`config.mk`:
```
export PLATFORM = sky130hd
export DESIGN_NAME = cnn_input_ctrl
export DESIGN_NICKNAME = d
export VERILOG_FILES = /design/src/rtl/cnn_input_ctrl.sv
export SDC_FILE = /design/constraint.sdc
export NUM_CORES = 1
export LEC_CHECK = 0
export BUFFER_PORTS_ARGS = -buffer_cell sky130_fd_sc_hd__buf_2
export CELL_PAD_IN_SITES_DETAIL_PLACEMENT = 0
export CELL_PAD_IN_SITES_GLOBAL_PLACEMENT = 1
export CORE_MARGIN = 4
export CORE_UTILIZATION = 39
export DETAILED_ROUTE_END_ITERATION = 6
export PLACE_DENSITY = 0.77
export SLEW_MARGIN = 20
export SYNTH_ARGS = -nofsm -noshare
export SYNTH_HDL_FRONTEND = slang
export SYNTH_SLANG_ARGS = --single-unit
```
`constraint.sdc`:
```
create_clock -name clk -period 3.44 [get_ports clk]
set_clock_uncertainty 0.15 [all_clocks]
set_input_delay 0 -clock clk [delete_from_list [all_inputs] [get_ports clk]]
set_output_delay 0 -clock clk [all_outputs]
set_load 0.02 [all_outputs]
```
`src/rtl/cnn_input_ctrl.sv`:
```
// Input-side controller for the CNN core: loads a packed binary frame into the input RAM,
// then scans it as 3x3 windows addressed by their bottom-right pixel.
module cnn_input_ctrl #(
    parameter int unsigned IMG_W = 28
) (
    input  logic       clk,
    input  logic       rst_n,
    input  logic       start,
    input  logic       in_vld,
    input  logic [7:0] in_data,
    output logic       in_rdy,
    output logic       ram_en,
    output logic [7:0] ram_din,
    output logic [9:0] ram_addr_wr,
    output logic       ram_rd,
    output logic [9:0] ram_addr_rd,
    output logic       win_vld,
    input  logic       win_rdy,
    output logic [4:0] win_row,
    output logic [4:0] win_col,
    output logic       win_last,
    output logic       busy,
    output logic       done
);

    localparam logic [6:0] LastByte = 7'(IMG_W * IMG_W / 8 - 1);
    localparam logic [4:0] LastCol  = 5'(IMG_W - 3);
    localparam logic [9:0] FirstRd  = 10'(2 * IMG_W + 2);

    typedef enum logic [1:0] {StIdle, StLoad, StConv, StDone} state_e;

    state_e     state_q, state_d;
    logic [6:0] byte_cnt_q, byte_cnt_d;
    logic [9:0] addr_rd_q, addr_rd_d;
    logic [4:0] row_q, row_d;
    logic [4:0] col_q, col_d;

    always_ff @(posedge clk or negedge rst_n) begin
        if (!rst_n) begin
            state_q    <= StIdle;
            byte_cnt_q <= '0;
            addr_rd_q  <= '0;
            row_q      <= '0;
            col_q      <= '0;
        end else begin
            state_q    <= state_d;
            byte_cnt_q <= byte_cnt_d;
            addr_rd_q  <= addr_rd_d;
            row_q      <= row_d;
            col_q      <= col_d;
        end
    end

    always_comb begin
        state_d    = state_q;
        byte_cnt_d = byte_cnt_q;
        addr_rd_d  = addr_rd_q;
        row_d      = row_q;
        col_d      = col_q;
        unique case (state_q)
            StIdle: begin
                if (start) begin
                    state_d    = StLoad;
                    byte_cnt_d = '0;
                end
            end
            StLoad: begin
                if (in_vld) begin
                    byte_cnt_d = byte_cnt_q + 7'd1;
                    if (byte_cnt_q == LastByte) begin
                        state_d   = StConv;
                        addr_rd_d = FirstRd;
                        row_d     = '0;
                        col_d     = '0;
                    end
                end
            end
            StConv: begin
                if (win_rdy) begin
                    if (win_last) begin
                        state_d = StDone;
                    end else if (col_q == LastCol) begin
                        // Jump over the two left border columns of the next row
                        addr_rd_d = addr_rd_q + 10'd3;
                        col_d     = '0;
                        row_d     = row_q + 5'd1;
                    end else begin
                        addr_rd_d = addr_rd_q + 10'd1;
                        col_d     = col_q + 5'd1;
                    end
                end
            end
            StDone: state_d = StIdle;
            default: state_d = StIdle;
        endcase
    end

    assign in_rdy      = (state_q == StLoad);
    assign ram_en      = in_vld & in_rdy;
    assign ram_din     = in_data;
    assign ram_addr_wr = {byte_cnt_q, 3'b000};
    assign win_vld     = (state_q == StConv);
    assign ram_rd      = win_vld;
    assign ram_addr_rd = addr_rd_q;
    assign win_row     = row_q;
    assign win_col     = col_q;
    assign win_last    = win_vld && (row_q == LastCol) && (col_q == LastCol);
    assign busy        = (state_q != StIdle);
    assign done        = (state_q == StDone);

endmodule
```
==> run summary <==
status - completed
Setup crit start kind - flip-flop
WHS Endpoint - byte_cnt_q[1]$_DFFE_PN0P_
IO buf count - 38
Tcrit/Tclk final - 80.5%
count leader, synth - dfrtp_1
grt ovf - 0
synthesized flop and latch total - 29
core area - 5110 sq um
setup TNS - 0 ns
Final nets - 290
std cell rows - 26
number of synthesized flops with an enable pin - 0
num ports - 58
reg2reg start - win_col[1]$_DFFE_PN0P_
Final WS setup - 0.670 ns
CTS tree - done
setup violators final - 0
met3 usage - 3.48%
routed vias/inst - 5.49
largest cells by area after synthesis - dfrtp_1 35%, ha_1 6.7%, buf_4 4.8%
die footprint - 6460 sq um
RSZ-0062 raised after global routing - false
Initial DRT Pass Iterations - 5
Main synth FF type - dfrtp_1
H-tree depth - 2
Chip Width - 80.4 microns
initial antenna violation count - 0
Starting Density - 40.0%
worst min path class - in2reg
crit path kind - reg2reg
CTS Sinks - 29
Placer Congestion - 0.788
hold path depth - 4
first-pass GRT wire length - 8.67 mm
Syn. warnings - 0
asr flop ratio synth - 100%
area grow syn2layout - 18.7%
max-cap violation count - 0
gr usage total - 16.8%
Slew headroom - 55.2%
top cells by count, synth - 29 x dfrtp_1, 13 x buf_4, 13 x inv_1, 13 x nand2_1
syn avg cell area - 9.25 sq um
Antenna Violating Nets Remaining - 0
Clock transition at path regs - 0.06 ns
leakage - 1.12 nW
DR vias - 1838
vias in the first global route - 1781
met1 usage in global routing - 23.3%
WL per Instance - 14.9 microns
Inserted Clock Buffers - 5
total setup buffers inserted after CTS - 0
Slew Viols, Final - 0
critical path fanouts, max - 12
Synth cell types - 58
GRT busiest layer - met2
Placed Area - 2220 sq um
Clock Path Buffers - 2
die height - 80.4 microns
critical path required time - 3.50 ns
cell taking the most area after synthesis - dfrtp_1
Ant. Diodes - 0
Worst-Margin Slew - 0.672 ns
DRC viols - 0
1st-iter DRT viols - 79
worst reg2reg path endpoint - ram_addr_rd[9]$_DFFE_PN0P_
shortest period the worst path allows - 2.77 ns
hold path startpoint - in_vld
pre-CTS setup slack - 0.694 ns
pwr/cell area - 731 nW/um^2
Final Cell Area - 2430 sq um
grt met2 use - 26.2%
sequential area share after synthesis - 35.5%
Fin. Hold Viols - 0
fmax - 361 MHz
CP endpoint kind - flip-flop
FF-to-FF path depth - 9
WP data arrival - 2.83 ns
dpl hpwl - 3.63 mm
Routed WL - 5.00 mm
share of cells above drive strength 1 - 21.9%
flop2flop setup slack - 0.67 ns
pin count of the biggest net entering global routing - 30
clock root cell - clkbuf_8
synthesized cell area - 2040 sq um
final-layout fill cell count - 516
Max VDD drop - 278 uV
clk_lat worst skew - 0.28 ns
Syn Inst Count - 221
Yosys top cell area share - 35.5%
==> where the power goes <==
part / switching [W] / internal [W] / total, W
clock: 0.000128 / 0.000158 / 0.000287
combinational: 0.000606 / 0.000347 / 0.000953
sequential: 0.000115 / 0.000421 / 0.000536
total: 0.000849 / 0.000927 / 0.00178
==> critical path: stages, from the launching register on <==
cell and delay, ns:
dfrtp_1 0.41, inv_1 0.07, ha_1 0.15, nand4b_2 0.21, inv_1 0.36, ha_1 0.24
a21oi_1 0.06, or4_1 0.49, or4_1 0.41, a21oi_1 0.15
==> flip-flops by register name (all words and copies together) (netlist names) <==
signal / count
state_q: 2
byte_cnt_q: 7
win_row: 5
ram_addr_rd: 10
win_col: 5
==> final cells by class <==
cell class	instances	area [sq um]	share of cell area [%]
Clock buffer	7	86.3	3.56
Tap cell	70	87.6	3.61
Inverter	14	52.6	2.16
Sequential cell	29	726	29.9
Multi-Input combinational cell	161	1130	46.8
Timing Repair Buffer	54	340	14.0
==> repair_timing <==
item,4_1_cts,5_1_grt
hold endpoints to repair,41,0
gates resized for setup,0,0
hold buffers,12,0
==> cell families (layout without fill, tap and decap cells) <==
logic type	after synthesis	after routing	synth area share, %
XOR/XNOR	2	2	0.857
other	1	3	0.183
AO/OA/AOI/OAI	60	60	20.7
flip-flops	29	29	35.5
buffers and inverters	33	75	9.36
AND/OR/NAND/NOR	80	80	23.6
adder cells (fa/ha/maj)	12	12	7.71
multiplexers	4	4	2.08
==> per-layer routing <==
metal / part of all wire, % / routed length [microns]
met2: 47 / 2350
met5: 0 / 0
met4: 1.1 / 57
met1: 47 / 2340
met3: 4.9 / 247
==> worst max path at each step <==
stage / from / to / slack [ns] / cells after the start
CTS: win_col[1]$_DFFE_PN0P_ / ram_addr_rd[9]$_DFFE_PN0P_ / 0.67 / 9
floorplan: win_col[1]$_DFFE_PN0P_ / ram_addr_rd[9]$_DFFE_PN0P_ / 0.74 / 10
finish: win_col[1]$_DFFE_PN0P_ / ram_addr_rd[9]$_DFFE_PN0P_ / 0.67 / 9
detailed placement: win_col[0]$_DFFE_PN0P_ / ram_addr_rd[9]$_DFFE_PN0P_ / 0.69 / 8
global route: win_col[1]$_DFFE_PN0P_ / ram_addr_rd[9]$_DFFE_PN0P_ / 0.49 / 9
global placement: win_col[0]$_DFFE_PN0P_ / ram_addr_rd[9]$_DFFE_PN0P_ / 0.73 / 8
==> per-stage QoR <==
| step | utilization [%] | hold slack, ns | total power, W | cells |
|---|---|---|---|---|
| 3_3_place_gp | 43.5 | -0.150 | 0.00148 | 316 |
| 5_1_grt | 47.5 | 0.117 | 0.00192 | 335 |
| 6_report | 47.5 | 0.0708 | 0.00178 | 335 |
| 2_1_floorplan | - | -0.446 | 0.00123 | 223 |
| 3_5_place_dp | 43.5 | -0.150 | 0.00148 | 316 |
| 4_1_cts | 47.5 | 0.0704 | 0.00179 | 335 |
==> cells in the final DEF, fill, tap and decap left out, types with 3 or more instances in the layout <==
cell,netlist,final
buf_2,3,38
dfrtp_1,29,29
inv_1,13,13
nand2_1,13,13
dlygate4sd3_1,0,12
a21oi_1,11,11
ha_1,11,11
nand3_1,10,10
nor2_1,8,8
o21ai_0,8,8
a31oi_1,7,7
clkbuf_8,0,6
nor3_1,5,5
nor4_1,5,5
nand4_1,5,5
o31ai_1,5,5
or4_1,5,5
and2_1,4,4
or3_1,4,4
and3_1,4,4
buf_4,13,4
nand2b_1,3,3
a41oi_1,3,3
a21o_1,3,3
nor3b_1,3,3
conb_1,1,3
No activity file was read; power rests on OpenSTA's default activity.
